## config.mk

```make
export PLATFORM = sky130hd
export DESIGN_NAME = ycc_block_buffer
export DESIGN_NICKNAME = d
export VERILOG_FILES = /design/src/rtl/ycc_block_buffer.sv
export SDC_FILE = /design/constraint.sdc
export NUM_CORES = 2
export LEC_CHECK = 0
export ABC_AREA = 1
export CORE_MARGIN = 1
export CORE_UTILIZATION = 55
export CTS_BUF_LIST = sky130_fd_sc_hd__clkbuf_4 sky130_fd_sc_hd__clkbuf_8
export CTS_CLUSTER_DIAMETER = 80
export DETAILED_ROUTE_END_ITERATION = 10
export DONT_BUFFER_PORTS = 1
export PLACE_DENSITY = 0.7
export SYNTH_ARGS = -nofsm -noshare
export SYNTH_HDL_FRONTEND = slang
export SYNTH_SLANG_ARGS = --single-unit
```

## constraint.sdc

```tcl
create_clock -name clk -period 3.55 [get_ports clk]
set_input_delay 0.71 -clock clk [delete_from_list [all_inputs] [get_ports clk]]
set_output_delay 0.71 -clock clk [all_outputs]
set_load 0.02 [all_outputs]
```

## src/rtl/ycc_block_buffer.sv

```systemverilog
// ycc_block_buffer: ping-pong 8x8 block buffer between the RGB-to-YCbCr converter and the DCT.
// Collects DATA_NUM samples per beat into one bank while the other bank drains one
// 8-sample vector per handshake, tagged with the block's component (Y/Cr/Cb).
// Build option: define YCC_BUF_TRANSPOSE_EN to drain columns instead of rows.

module ycc_block_buffer #(
  parameter int unsigned DATA_NUM = 4
) (
  input  logic                  clk,
  input  logic                  rst,
  input  logic                  in_valid,
  input  logic [8*DATA_NUM-1:0] in_data,
  input  logic [1:0]            in_mode,
  output logic                  in_ready,
  input  logic                  flush,
  output logic                  out_valid,
  input  logic                  out_ready,
  output logic [63:0]           out_row,
  output logic [2:0]            out_idx,
  output logic [1:0]            out_mode,
  output logic                  out_last
);

  localparam int unsigned Beats    = 64 / DATA_NUM;
  localparam logic [5:0]  LastBeat = 6'(Beats - 1);

  typedef enum logic [1:0] {StEmpty, StFilling, StFull, StDraining} bank_st_e;

  bank_st_e    bank_st_q [2];
  bank_st_e    bank_st_d [2];
  logic [1:0]  tag_q [2];
  logic [1:0]  tag_d [2];
  logic [7:0]  mem_q [2][64];
  logic [7:0]  mem_d [2][64];
  logic        wr_bank_q, wr_bank_d;
  logic        rd_bank_q, rd_bank_d;
  logic [5:0]  wcnt_q, wcnt_d;
  logic        out_valid_q, out_valid_d;
  logic        out_last_q, out_last_d;
  logic [2:0]  out_idx_q, out_idx_d;
  logic [1:0]  out_mode_q, out_mode_d;
  logic [63:0] out_row_q, out_row_d;

  logic        wr_open, wr_fire;
  logic        rd_fire, rd_done, rd_free, rd_load, rd_sel;
  logic [2:0]  rd_idx;

  // in_ready depends only on the write bank's state.
  assign wr_open  = (bank_st_q[wr_bank_q] == StEmpty) || (bank_st_q[wr_bank_q] == StFilling);
  assign wr_fire  = in_valid && wr_open && !flush;
  assign in_ready = wr_open;

  // Storage and tag update for the accepted beat; the tag latches only on beat 0 with a legal mode.
  always_comb begin
    mem_d = mem_q;
    tag_d = tag_q;
    if (wr_fire) begin
      for (int unsigned i = 0; i < DATA_NUM; i++) begin
        mem_d[wr_bank_q][6'(int'(wcnt_q) * DATA_NUM + i)] = in_data[8*i +: 8];
      end
      if (wcnt_q == 6'd0 && in_mode != 2'b00) begin
        tag_d[wr_bank_q] = in_mode;
      end
    end
  end

  // Bank state machine, pointers and registered output control for both sides.
  always_comb begin
    bank_st_d   = bank_st_q;
    wcnt_d      = wcnt_q;
    wr_bank_d   = wr_bank_q;
    rd_bank_d   = rd_bank_q;
    out_valid_d = out_valid_q;
    out_idx_d   = out_idx_q;
    out_mode_d  = out_mode_q;
    out_last_d  = out_last_q;
    rd_load     = 1'b0;
    rd_sel      = rd_bank_q;
    rd_idx      = out_idx_q;

    // Write side; flush wins over a same-cycle beat and never touches FULL/DRAINING banks.
    if (flush) begin
      if (wr_open) bank_st_d[wr_bank_q] = StEmpty;
      wcnt_d = 6'd0;
    end else if (wr_fire) begin
      if (wcnt_q == LastBeat) begin
        bank_st_d[wr_bank_q] = StFull;
        wcnt_d               = 6'd0;
        wr_bank_d            = ~wr_bank_q;
      end else begin
        bank_st_d[wr_bank_q] = StFilling;
        wcnt_d               = wcnt_q + 6'd1;
      end
    end

    // Read side; looks at post-write bank state so a just-completed block starts next cycle.
    rd_fire = out_valid_q && out_ready;
    rd_done = rd_fire && (out_idx_q == 3'd7);
    rd_free = !out_valid_q || rd_done;
    if (rd_done) begin
      bank_st_d[rd_bank_q] = StEmpty;
      rd_sel               = ~rd_bank_q;
      rd_bank_d            = ~rd_bank_q;
      out_valid_d          = 1'b0;
      out_last_d           = 1'b0;
      out_idx_d            = 3'd0;
    end
    if (rd_free && bank_st_d[rd_sel] == StFull) begin
      bank_st_d[rd_sel] = StDraining;
      out_valid_d       = 1'b1;
      out_idx_d         = 3'd0;
      out_last_d        = 1'b0;
      out_mode_d        = tag_d[rd_sel];
      rd_load           = 1'b1;
      rd_idx            = 3'd0;
    end else if (rd_fire && !rd_done) begin
      out_idx_d  = out_idx_q + 3'd1;
      out_last_d = (out_idx_q == 3'd6);
      rd_load    = 1'b1;
      rd_idx     = out_idx_q + 3'd1;
    end
  end

  // Gather the next output vector; reads mem_d so the final beat's samples are visible.
  always_comb begin
    out_row_d = out_row_q;
    if (rd_load) begin
      for (int unsigned k = 0; k < 8; k++) begin
`ifdef YCC_BUF_TRANSPOSE_EN
        out_row_d[8*k +: 8] = mem_d[rd_sel][{3'(k), rd_idx}];
`else
        out_row_d[8*k +: 8] = mem_d[rd_sel][{rd_idx, 3'(k)}];
`endif
      end
    end
  end

  // Control and output registers with synchronous reset.
  always_ff @(posedge clk) begin
    if (rst) begin
      bank_st_q   <= '{StEmpty, StEmpty};
      tag_q       <= '{2'b00, 2'b00};
      wr_bank_q   <= 1'b0;
      rd_bank_q   <= 1'b0;
      wcnt_q      <= 6'd0;
      out_valid_q <= 1'b0;
      out_last_q  <= 1'b0;
      out_idx_q   <= 3'd0;
      out_mode_q  <= 2'b00;
      out_row_q   <= 64'd0;
    end else begin
      bank_st_q   <= bank_st_d;
      tag_q       <= tag_d;
      wr_bank_q   <= wr_bank_d;
      rd_bank_q   <= rd_bank_d;
      wcnt_q      <= wcnt_d;
      out_valid_q <= out_valid_d;
      out_last_q  <= out_last_d;
      out_idx_q   <= out_idx_d;
      out_mode_q  <= out_mode_d;
      out_row_q   <= out_row_d;
    end
  end

  // Sample storage; contents survive reset.
  always_ff @(posedge clk) begin
    mem_q <= mem_d;
  end

  assign out_valid = out_valid_q;
  assign out_last  = out_last_q;
  assign out_idx   = out_idx_q;
  assign out_mode  = out_mode_q;
  assign out_row   = out_row_q;

endmodule
```

Word-level counts from Yosys, hierarchy flattened
Cells that the tools add are included.
{"block": "totals", "register_bits": 1111, "output_inout_bits": 72}
{"block": "op_classes", "addsub": 5, "magnitude_cmp": 22, "n_eq_ne": 5, "n_mux": 83, "bitwise": 29, "n_reduce_logical": 27}
{"op": "$bwmux W1024", "n": 4}
{"op": "$mux W512", "n": 7}
{"op": "$demux W512 S1", "n": 4}
{"op": "$mux W1024", "n": 1}
{"op": "$bmux W8 S6", "n": 8}
{"op": "$demux W8 S6", "n": 4}
{"op": "$mux W8", "n": 20}
{"op": "$ge A7 B7 Y1 const B", "n": 12}
{"op": "$not A6 Y7", "n": 12}
{"op": "$mux W4", "n": 8}
{"op": "$lt A7 B1 Y1 const B", "n": 4}
{"op": "$mux W2", "n": 12}
{"op": "$logic_and A1 B1 Y1", "n": 14}
{"op": "$add A6 B1 Y6 const B", "n": 2}
{"op": "$add A6 B2 Y6 const B", "n": 2}
{"op": "$mux W3", "n": 4}
{"op": "$and A4 B4 Y4", "n": 2}
{"op": "$not A4 Y4", "n": 2}
{"op": "$demux W2 S1", "n": 3}
{"op": "$eq A3 B3 Y1 const B", "n": 2}
{"op": "$eq A6 B4 Y1 const B", "n": 1}
{"op": "$ge A2 B2 Y1 const B", "n": 3}
{"op": "$logic_not A6 Y1", "n": 1}
{"op": "$lt A2 B1 Y1 const B", "n": 3}
{"op": "18 further kinds", "n": 36}

Logic depth before layout (Yosys ltp)
{"block": "depth", "word_depth": 22, "ltp_mapped": 18, "depth_no_buf": 17}

Worst setup path before layout
Ideal clock, no wire load.
{"block": "synth_timing", "kind": "input to register", "from": "in out_ready", "to": "reg out_row_q[13], in the netlist out_row[13]", "setup_ns": 0.070, "arrival_time_ns": 2.671, "slack_ns": 0.810, "stages": 12, "cell_sequence": "nand2_1 -> nor2_1 -> ha_1 -> clkbuf_1 -> inv_2 -> clkbuf_1 -> clkbuf_1 -> buf_1 -> nand3_1 -> nand3_1 -> nand3_1 -> a21oi_1"}
{"block": "synth_between", "elab_chain_len": 14, "elab_cells_between_ends": 24}
{"element": "start: declaration", "line": "17", "rtl": "input logic out_ready,"}
{"element": "$logic_and A1 B1 Y1 (*)", "line": "97", "rtl": "rd_fire = out_valid_q && out_ready;"}
{"element": "$logic_and A1 B1 Y1", "line": "98", "rtl": "rd_done = rd_fire && (out_idx_q == 3'd7);"}
{"element": "$mux W1"}
{"element": "$not A1 Y2 (implied by the code)", "line": "108, 132"}
{"element": "$mux W2 (implied by the code) (3 in series)", "line": "108", "rtl": "if (rd_free && bank_st_d[rd_sel] == StFull) begin"}
{"element": "$eq A2 B2 Y1", "line": "108"}
{"element": "$logic_and A1 B1 Y1", "line": "108"}
{"element": "$mux W3", "line": "108"}
{"element": "$not A6 Y7 (implied by the code)", "line": "132", "rtl": "out_row_d[8*k +: 8] = mem_d[rd_sel][{rd_idx, 3'(k)}];"}
{"element": "$bmux W8 S6", "line": "132"}
{"element": "$mux W8 (implied by the code) (2 in series)", "line": "132"}
{"element": "end signal: assignment", "line": "161", "rtl": "out_row_q <= out_row_d;"}
{"element": "end: declaration", "line": "42", "rtl": "logic [63:0] out_row_q, out_row_d;"}
Every way passes the cells marked *; elsewhere a longest branch is shown, timed or not. The select of a mux whose other input is x is not followed.
A chain may end at the register's enable or synchronous reset.

Worst setup path after layout
{"block": "layout_timing", "from": "reg wcnt_q[0]", "to": "reg out_row_q[62], in the netlist out_row[62]"}
{"block": "layout_between", "elab_chain_len": 18, "elab_cells_between_ends": 60}
{"element": "start: declaration", "line": "37", "rtl": "logic [5:0] wcnt_q, wcnt_d;"}
{"element": "start signal: assignment", "line": "156", "rtl": "wcnt_q <= wcnt_d;"}
{"element": "$add A6 B1 Y6 / $not A6 Y7 (equally long branches)", "line": "59", "rtl": "mem_d[wr_bank_q][6'(int'(wcnt_q) * DATA_NUM + i)] = in_data[8*i +: 8];"}
{"element": "$not A6 Y7 (implied by the code) (tied with other cells)", "line": "59"}
{"element": "$ge A7 B7 Y1 (implied by the code) (tied with other cells)", "line": "59"}
{"element": "$logic_and A1 B1 Y1 (implied by the code) / $mux W8 (equally long branches)", "line": "59"}
{"element": "$mux W8 (implied by the code) / $demux W8 S6 (equally long branches)", "line": "59"}
{"element": "$demux W8 S6 / $mux W512 (equally long branches)", "line": "59"}
{"element": "$mux W512 (implied by the code) / $demux W512 S1 (equally long branches)", "line": "59"}
{"element": "$demux W512 S1 / $bwmux W1024 (equally long branches)", "line": "59"}
{"element": "$bwmux W1024 (3 in series)", "line": "59"}
{"element": "$mux W1024", "line": "57", "rtl": "if (wr_fire) begin"}
{"element": "$mux W512 (implied by the code) (3 in series)", "line": "132"}
{"element": "$bmux W8 S6", "line": "132"}
{"element": "$mux W8 (implied by the code) (2 in series)", "line": "132"}
Parallel ways exist; a longest one is shown, timed or not. The select of a mux whose other input is x is not followed.

==> impl_metrics.sql <==
INSERT INTO impl_metrics (metric_group, metric, value, unit) VALUES
('clocking', 'postCtsResizedCells', '0', ''),
('layout', 'post_route_cells_drive_above_1_share', '0.0987', ''),
('yosys', 'synth_cell_types', '34', ''),
('power', 'sw_frac_of_total', '0.243', ''),
('run', 'maxCapViolations', '0', ''),
('yosys', 'synth.cells.most_frequent', 'nand2_1, dfxtp_1, o21ai_0', ''),
('critical_path', 'crit_fanout', '32', ''),
('critical_path', 'timing.critical_path.arrival', '4.11', 'ns'),
('global_routing', 'groute.layer.met3.usage', '0.115', ''),
('clocking', 'cts_htree_levels', '4', ''),
('power', 'max-vdd-ir-drop', '0.000373', 'V'),
('global_routing', 'grt_total_usage', '0.382', ''),
('floorplanning', 'floorplan.core_area', '82600', 'um2'),
('floorplanning', 'die_x', '292', 'um'),
('drt', 'post_drt_wl_per_cell', '21.2', 'um'),
('floorplanning', 'floorplan.die_area', '85200', 'um2'),
('place', 'place.port_buffers', '0', ''),
('yosys', 'syn-instance-count', '6692', ''),
('global_routing', 'maximum_number_of_pins_on_one_net_before_global_route_repair', '105', ''),
('sta', 'timing.clock.skew', '0.0273', 'ns'),
('critical_path', 'cp-start-kind', 'flop', ''),
('sta', 'hold_violations', '0', ''),
('yosys', 'syn_nets', '6739', ''),
('power', 'portion_of_total_power_attributed_to_sequential_cells', '0.499', ''),
('yosys', 'yosys_warnings', '0', ''),
('sta', 'worst_slew_pin_slew', '1.12', 'ns'),
('critical_path', 'worst_setup_path_end_kind', 'flop', ''),
('sta', 'slew-limit-headroom', '0.251', ''),
('drt', 'first_iter_violations', '4806', ''),
('critical_path', 'cp_slowest_cell', 'buf_4', ''),
('sta', 'fin_setup_tns', '0', 'ns'),
('yosys', 'most_frequently_used_cell_type_in_the_post_synthesis_netlist', 'nand2_1', ''),
('critical_path', 'crit_path_cell_trace', 'ha_1, nand3_1, nor2_2, nand2_1, a21oi_1, nand3_1, nand2_1, nand2_8, nand2_2, buf_4, buf_4, o21ai_0, a21oi_1', ''),
('layout', 'end_of_flow_core_utilization', '0.627', ''),
('critical_path', 'data_required_time_of_the_worst_path', '4.35', 'ns'),
('sta', 'fin_ws', '0.242', 'ns'),
('yosys', 'synth-edff-count', '0', ''),
('yosys', 'post_synth_instance_area', '46200', 'um2'),
('layout', 'layout.cells.non_filler', '7832', ''),
('sta', 'setup_viol', '0', ''),
('layout', 'final_nets', '6667', ''),
('power', 'pwr-share-clk', '0.442', ''),
('sta', 'rsz0062_at_grt', 'false', ''),
('place', 'finalWeightedCongestion', '0.928', ''),
('floorplanning', 'initial_core_util', '0.559', ''),
('clocking', 'cts-root-buf', 'clkbuf_8', ''),
('clocking', 'tritoncts', 'yes', ''),
('place', 'placedCellCount', '7467', ''),
('power', 'power.static_leakage', '22.8', 'nW'),
('global_routing', 'met2_usage', '0.565', ''),
('global_routing', 'grt-ovfl-total', '0', ''),
('global_routing', 'grt.met1_usage', '0.515', ''),
('outcome', 'outcome', 'completed', ''),
('yosys', 'ys_async_sr_fraction', '0', ''),
('global_routing', 'grt_antenna_before_repair', '16', ''),
('yosys', 'dominantRegCellSynth', 'dfxtp_1', ''),
('sta', 'fmax', '302', 'MHz'),
('layout', 'layout-area-overhead-vs-synth', '12.1', '%'),
('global_routing', 'grt_first_pass_wirelength', '251', 'mm'),
('yosys', 'yosys_top_cell_by_area', 'dfxtp_1', ''),
('floorplanning', 'placement_rows', '105', ''),
('min_path', 'min_delay_worst_type', 'primary input to flop', ''),
('power', 'share_comb_of_total_power', '0.059', ''),
('sta', 'final.period_utilization', '0.932', ''),
('clocking', 'numClockSinks', '1111', ''),
('drt', 'antenna_left', '0', ''),
('yosys', 'yosys_register_bits', '1111', ''),
('place', 'dp_worst_setup_slack', '0.209', 'ns'),
('critical_path', 'delay_of_the_slowest_cell_on_the_worst_path', '0.42', 'ns'),
('global_routing', 'first_global_vias', '40700', ''),
('place', 'dpl.hpwl', '102', 'mm');
-- area by class of cell --
cell class / instances / area [um2] / share of cell area
clock buffers: 289 / 3600 / 0.0695
flip-flops and latches: 1111 / 22200 / 0.429
inverters: 211 / 807 / 0.0156
multi-input cells: 4859 / 21200 / 0.409
clock inverters: 20 / 163 / 0.00314
well taps: 1070 / 1340 / 0.0258
diodes: 17 / 42.5 / 0.000821
repair buffers: 255 / 2420 / 0.0468
-- path summary, 6_finish.rpt --
check,from,to,slack (ns),cells past startpoint
worst min register to register,mem_q[501],mem_q[501],0.44,2
worst min-delay path,in_data[22],mem_q[942],0.04,2
worst max register to register,wcnt_q[0],out_row[62],0.24,13
worst max-delay path,wcnt_q[0],out_row[62],0.24,13
-- per-layer routing --
metal	wire length, um	up-vias
li1	-	21300
met1	67600	20900
met2	70000	2550
met3	21900	438
met4	6680	6
met5	46	-
-- power groups by stage --
stage | sequential [mW] | clock [mW] | combinational (mW)
2_1_floorplan | 13.4 | 0 | 1.07
6_report | 13.1 | 11.6 | 1.55
3_3_place_gp | 13.4 | 0 | 1.34
5_1_grt | 13.2 | 12.2 | 1.75
4_1_cts | 13.1 | 11.7 | 1.50
3_5_place_dp | 13.4 | 0 | 1.37
-- through the flow --
stage / area [um2] / power [mW]
final: 51800 / 26.3
after global routing: 51800 / 27.2
after CTS: 51800 / 26.3
after detailed placement: 47600 / 14.8
after global placement: 47600 / 14.7
after floorplan: 46200 / 14.4
-- sequential cells by signal, summed over array words and instances, names as in the netlist --
register   count
out_row       64
rd_bank_q      1
out_idx        3
bank_st_q      4
wcnt_q         6
out_valid      1
out_mode       2
tag_q          4
mem_q       1024
wr_bank_q      1
out_last       1
-- worst max-delay path, delay by kind of cell (launching register included) --
kind	cells	cell delay, ns
simple gates	7	1.26
buf+inv	2	0.70
compound gates	3	0.58
flops	1	0.38
fa+ha+maj	1	0.27
-- layout by cell type, fill, tap and decap left out, types with 3 or more instances in the layout --
master,instances
ha_1,7
nand2_2,6
nor2_1,148
o211ai_1,7
clkinvlp_4,6
diode_2,17
clkinv_2,6
inv_2,28
dlygate4sd3_1,39
clkbuf_4,60
o21ai_1,59
nor2_4,7
buf_12,33
inv_6,3
dfxtp_1,1111
inv_1,173
mux2_2,10
o21a_1,41
inv_8,6
or2_2,74
a21oi_1,92
nor3_1,5
clkinv_1,8
clkbuf_8,229
buf_4,183
nand3_1,641
mux2i_1,5
nand2_1,2780
o21ai_0,957
nor2_2,5
-- what timing repair did --
| action | 4_1_cts | 5_1_grt |
|---|---|---|
| hold buffers | 39 | 0 |
| setup buffers | 0 | 0 |
| hold endpoints to repair | 233 | 0 |
-- kinds of logic after synthesis --
kind of cell             synth area share
flip-flops                          0.481
buffers and inverters              0.0624
AO/OA/AOI/OAI                       0.129
adder cells (fa/ha/maj)           0.00217
multiplexers                      0.00352
AND/OR/NAND/NOR                     0.321
(Power assumes the default switching activity.)
